### src/rtl/button_event_detector.sv
// Multi-channel push-button conditioner: input synchroniser, stability-counter
// debounce, one-cycle press/release events and an optional auto-repeat train.
module button_event_detector #(
    parameter int NUM_BUTTONS     = 4,
    parameter int SYNC_STAGES     = 2,
    parameter int DEBOUNCE_CYCLES = 16,
    parameter int REPEAT_DELAY    = 0,
    parameter int REPEAT_PERIOD   = 8
) (
    input  logic                   clock,
    input  logic                   reset,
    input  logic [NUM_BUTTONS-1:0] buttonIn,
    output logic [NUM_BUTTONS-1:0] buttonLevel,
    output logic [NUM_BUTTONS-1:0] pressPulse,
    output logic [NUM_BUTTONS-1:0] releasePulse,
    output logic [NUM_BUTTONS-1:0] repeatPulse,
    output logic                   anyPress
);
    localparam int CNT_W = $clog2(DEBOUNCE_CYCLES + 1);
    localparam logic [CNT_W-1:0] CNT_LAST = CNT_W'(DEBOUNCE_CYCLES - 1);

    for (genvar i = 0; i < NUM_BUTTONS; i++) begin : gChannel
        logic [SYNC_STAGES-1:0] syncChain;
        logic [CNT_W-1:0]       cnt;
        logic                   levelReg;
        logic                   pressReg;
        logic                   releaseReg;
        logic                   repeatBit;
        logic                   syncIn;
        logic                   accept;

        assign syncIn = syncChain[SYNC_STAGES-1];
        // A new level is accepted on the edge where it has already differed for DEBOUNCE_CYCLES-1 edges.
        assign accept = (syncIn != levelReg) && (cnt == CNT_LAST);

        always_ff @(posedge clock or posedge reset) begin
            if (reset) begin
                syncChain  <= '0;
                cnt        <= '0;
                levelReg   <= 1'b0;
                pressReg   <= 1'b0;
                releaseReg <= 1'b0;
            end else begin
                syncChain  <= {syncChain[SYNC_STAGES-2:0], buttonIn[i]};
                pressReg   <= accept && syncIn;
                releaseReg <= accept && !syncIn;
                if (syncIn == levelReg) begin
                    cnt <= '0;
                end else if (accept) begin
                    cnt      <= '0;
                    levelReg <= syncIn;
                end else begin
                    cnt <= cnt + CNT_W'(1);
                end
            end
        end

        if (REPEAT_DELAY > 0) begin : gRepeat
            localparam int R_W = $clog2(REPEAT_DELAY + REPEAT_PERIOD + 1);
            localparam logic [R_W-1:0] FIRST_HIT = R_W'(REPEAT_DELAY - 1);
            localparam logic [R_W-1:0] WINDOW_LO = R_W'(REPEAT_DELAY);
            localparam logic [R_W-1:0] WINDOW_HI = R_W'(REPEAT_DELAY + REPEAT_PERIOD - 1);

            logic [R_W-1:0] rcnt;
            logic           repeatReg;

            // After the first pulse rcnt only circulates inside [REPEAT_DELAY, REPEAT_DELAY+REPEAT_PERIOD-1].
            always_ff @(posedge clock or posedge reset) begin
                if (reset) begin
                    rcnt      <= '0;
                    repeatReg <= 1'b0;
                end else begin
                    repeatReg <= 1'b0;
                    if (accept || !levelReg) begin
                        rcnt <= '0;
                    end else if (rcnt == FIRST_HIT || rcnt == WINDOW_HI) begin
                        repeatReg <= 1'b1;
                        rcnt      <= WINDOW_LO;
                    end else begin
                        rcnt <= rcnt + R_W'(1);
                    end
                end
            end

            assign repeatBit = repeatReg;
        end else begin : gNoRepeat
            assign repeatBit = 1'b0;
        end

        assign buttonLevel[i]  = levelReg;
        assign pressPulse[i]   = pressReg;
        assign releasePulse[i] = releaseReg;
        assign repeatPulse[i]  = repeatBit;
    end

    assign anyPress = |pressPulse;

endmodule

### config.mk
export PLATFORM = sky130hd
export DESIGN_NAME = button_event_detector
export DESIGN_NICKNAME = d
export VERILOG_FILES = /design/src/rtl/button_event_detector.sv
export SDC_FILE = /design/constraint.sdc
export NUM_CORES = 1
export LEC_CHECK = 0
export BUFFER_PORTS_ARGS = -buffer_cell sky130_fd_sc_hd__buf_4
export CAP_MARGIN = 20
export CORE_MARGIN = 2
export CORE_UTILIZATION = 52
export CTS_BUF_LIST = sky130_fd_sc_hd__clkbuf_4 sky130_fd_sc_hd__clkbuf_8 sky130_fd_sc_hd__clkbuf_16
export DETAILED_ROUTE_END_ITERATION = 16
export GPL_TIMING_DRIVEN = 0
export HOLD_SLACK_MARGIN = 0.02
export MAX_ROUTING_LAYER = met4
export PLACE_DENSITY = 0.76
export SLEW_MARGIN = 0
export SYNTH_ARGS = -nofsm -noshare
export SYNTH_HDL_FRONTEND = slang
export SYNTH_SLANG_ARGS = --single-unit
### constraint.sdc
create_clock -name clock -period 2.8 [get_ports clock]
set_input_delay 0.28 -clock clock [delete_from_list [all_inputs] [get_ports clock]]
set_output_delay 0.28 -clock clock [all_outputs]
set_load 0.02 [all_outputs]
## After elaboration in Yosys (flattened, before gate mapping)

Cells that the tools add are included.

| word-level totals | value |
|---|---|
| bits in registers | 40 |
| bits in latches | 0 |
| memory bits (writable) | 0 |
| memory bits (read-only) | 0 |
| bits of input ports | 6 |
| output and inout bits | 17 |
| logic and storage cells | 69 |
| memories kept | 0 |

| cells by class | value |
|---|---|
| add/subtract/negate cells | 4 |
| multiply operators | 0 |
| divide/modulo/power cells | 0 |
| order comparisons | 0 |
| eq/ne operators | 12 |
| shift operators | 0 |
| multiplexer cells | 8 |
| bitwise operators | 4 |
| reductions and logical operators | 21 |

Operator list:

| kind | number |
|---|---|
| 5-bit two-way mux | 8 |
| 5-bit by 1-bit adder with 5-bit output, second input constant | 4 |
| 5-bit by 4-bit == test with 1-bit output, second input constant | 4 |
| 1-bit logical AND | 12 |
| 2-bit AND reduction | 4 |
| 1-bit == test | 4 |
| 1-bit zero test | 4 |
| 1-bit inequality test | 4 |
| 1-bit NOT | 4 |
| 4-bit OR reduction | 1 |

## Logic depth before layout (Yosys ltp)

| depth | value |
|---|---|
| depth after elaboration | 4 |
| mapped depth | 4 |
| depth with buffers taken out | 4 |

## Least setup slack after synthesis

Ideal clock, no wire load.

| timing path | value |
|---|---|
| kind | flip-flop to output port |
| start | reg gChannel[1].pressReg |
| end | out anyPress |
| arrival | 0.982 ns |
| data required time | 2.520 ns |
| path slack | 1.538 ns |
| stages on the path, launching flop included | 2 |
| path buffers | 0 |
| path through | dfrtp_1 -> or4_1 |

| between the ends | value |
|---|---|
| cells in the longest elaborated chain, start to end | 1 |

Ends and longest elaborated chain:

| element | line | RTL |
|---|---|---|
| from (decl) | 26 | `logic pressReg;` |
| from (signal assigned) | 45 | `pressReg <= accept && syncIn;` |
| 4-bit OR reduction | 96 | `assign anyPress = \|pressPulse;` |
| to (decl) | 17 | `output logic anyPress` |

Every way passes these cells.

## Final worst setup path

Same ends and word-level chain as after synthesis.

==> flow_summary_export.csv <==
group,metric,value,unit
logic_synthesis,synth-main-ff-cell,"dfrtp_1",
sta,worst_slack,1.079,ns
sta,fmax,581.2,MHz
die,core,0.003028,mm2
power_and_ir_drop,p_leak,1.176,nW
logic_synthesis,synth_commonest_cells,"dfrtp_1, buf_4, xor2_1",
detailed_routing,avgViaCountPerCell,4.755,
die,rows,20,
layout,drive_gt1_frac,0.3333,
detailed_routing,wirelength,2346,um
logic_synthesis,yosys_warnings,0,
detailed_routing,wl_per_cell,11.73,um
power_and_ir_drop,irDropWorstVdd,0.0004094,V
detailed_routing,drtIter0Drc,22,
clock_network,cts_root_buf,"clkbuf_4",
worst_setup_path,start_kind,"register",
detailed_routing,antenna_left,0,
worst_setup_path,max_stage_delay,0.52,ns
place,dp.cells,188,
worst_setup_path,reg2reg_to,"gChannel[0].levelReg",
layout,stdcell_count,200,
die,dieArea,0.003648,mm2
clock_network,clock_latency,0.34,ns
logic_synthesis,ys_seq_elements,40,
detailed_routing,vias,951,
place,gp_congestion,0.6836,
worst_setup_path,end_kind,"output pin",
logic_synthesis,syn_area,0.001654,mm2
clock_network,cts.clk_slew.worst_paths,0.12,ns
worst_setup_path,reg2reg_from,"gChannel[0].cnt[0]",
power_and_ir_drop,powerDensity,545.6,mW/mm2
layout,num-nets-final,165,
logic_synthesis,yosysUniqueCellTypes,18,
detailed_routing,drc,0,
sta,tightestPinTransition,0.7811,ns
worst_setup_path,crit_type,"register to output pin",
layout,finish.utilization,0.6574,
grt,gr-usage-all-layers,0.1678,
grt,grt_max_degree,41,
logic_synthesis,yosysTopAreaCellShare,0.6051,
sta,hold_slack,0.07129,ns
die,io_pins,23,
grt,grt-ovfl-total,0,
die,start_util,0.5463,
sta,rsz0062_at_grt,"no",
worst_setup_path,r2r_cells,3,
logic_synthesis,synthCells,123,
min_path,worstHoldPathType,"input port to asynchronous set/reset pin",
worst_setup_path,slowest_stage,"or4_1",
clock_network,clkSinkCount,40,
sta,relSlewSlack,0.4785,
die,dieWidth,60.40,um
clock_network,cts_tree,"built",
logic_synthesis,async_flop_share,1.000,
sta,setup_tns,0,ns
worst_setup_path,crit_family,"simple AND/OR/NAND/NOR gates",
logic_synthesis,post-synth-top-count-cell,"dfrtp_1",
layout,area_growth,20.35,%
grt,grt_first_pass_wirelength,4153,um
place,dp_slack,1.459,ns
clock_network,htreeDepth,2,
grt,antenna_found_initial,0,
run,cap_violations,0,
outcome,status,"complete, no violations",
worst_setup_path,r2r_slack,1.57,ns
place,dp_hpwl,1713,um
place,io_buffers,18,
sta,setup_viol,0,
worst_setup_path,crit_arrival,1.44,ns
sta,hold_viol,0,
sta,post-route-min-period,1.721,ns
grt,grt_pass1_vias,965,
clock_network,numCtsBuffers,5,
die,die_y,60.40,um
logic_synthesis,ys_seq_area_frac,0.6051,
clock_network,clockBufferDepth,2,
detailed_routing,drtPass1Iterations,4,
sta,post-route-period-util,0.6145,
layout,diodes,0,
sta,fin_skew,0.01455,ns
worst_setup_path,path_cells,"or4_1 -> buf_4",
logic_synthesis,synth_top_cells_by_area,"dfrtp_1, buf_4, xor2_1",
logic_synthesis,synth_edf_count,0,
logic_synthesis,syn_avg_cell_area,13.45,um2
sta,final_max_slew_viol_count,0,
worst_setup_path,cp_max_fo,2,
logic_synthesis,synth_largest_area_cell,"dfrtp_1",
worst_setup_path,crit_required,2.52,ns
worst_setup_path,crit_buf_inv,1,
## worst max path at each step
stage | slack (ns) | depth (start not counted) | from | endpoint
floorplan | 1.54 | 1 | gChannel[1].pressReg | anyPress
global placement | 1.16 | 2 | reset | gChannel[2].releaseReg
detailed placement | 1.46 | 2 | gChannel[1].pressReg | anyPress
CTS | 1.06 | 2 | gChannel[1].pressReg | anyPress
global route | 1.02 | 2 | gChannel[0].pressReg | anyPress
finish | 1.08 | 2 | gChannel[1].pressReg | anyPress
## power by group
part | switching, mW | internal, mW | leakage (nW)
clock network | 0.174 | 0.237 | 0.0515
logic | 0.0325 | 0.0275 | 0.594
registers | 0.0176 | 0.597 | 0.530
## kinds of logic (layout without fill, tap and decap cells)
| kind of cell | count (synthesis) | after routing | share of synthesized area |
|---|---|---|---|
| muxes | 4 | 4 | 0.03631 |
| buffers and inverters | 17 | 47 | 0.07489 |
| xor gates and xnor gates | 12 | 12 | 0.06354 |
| AOI/OAI and AO/OA | 4 | 4 | 0.01513 |
| other | 1 | 4 | 0.002267 |
| adders and majority gates | 4 | 4 | 0.03026 |
| DFF | 40 | 40 | 0.6051 |
| and+or+nand+nor | 41 | 41 | 0.1725 |
## layer usage
layer	track usage	part of all wire	vias up
met5	-	0	-
met4	0.09841	0.0077	0
met3	0.05544	0.060	2
met2	0.2655	0.51	25
met1	0.1845	0.42	470
li1	-	-	454
## sequential cells by signal, summed over array words and instances, names as in the netlist
name and count:
gChannel.pressReg 4, gChannel.syncChain 8, gChannel.cnt 20, gChannel.levelReg 4
gChannel.releaseReg 4
## final cells by class
cell class	count	area, um2
multi-input cells	69	540.5
plain buffers	16	120.1
flip-flops and latches	40	1001
repair buffers	22	175.2
inverters	1	3.754
clock buffers	7	65.06
fillers	228	1037
well taps	44	55.05
clock inverters	1	30.03
## cells in the final DEF, fill, tap and decap left out, drive strengths merged
cell type / n
dfrtp: 40
buf: 34
xor2: 12
nand2: 8
nor2: 8
nor3b: 8
clkbuf: 7
and2: 5
mux2: 4
nand3: 4
a31oi: 4
ha: 4
conb: 4
dlygate4sd3: 4
nand4b: 4
and3: 3
or4: 1
inv: 1
bufinv: 1
## timing repair
item / CTS / global route
hold buffers: 1 / 3
buffers inserted: 0 / 0
endpoints found under the hold margin: 1 / 3
gates resized for setup: 0 / 0
## per-stage QoR
stage / instance area, um2 / power, mW
2_1_floorplan: 1665 / 0.6652
3_3_place_gp: 1856 / 0.6779
3_5_place_dp: 1856 / 0.6830
4_1_cts: 1961 / 1.100
5_1_grt: 1991 / 1.150
6_report: 1991 / 1.086
Power figures use the tool's default switching activity.
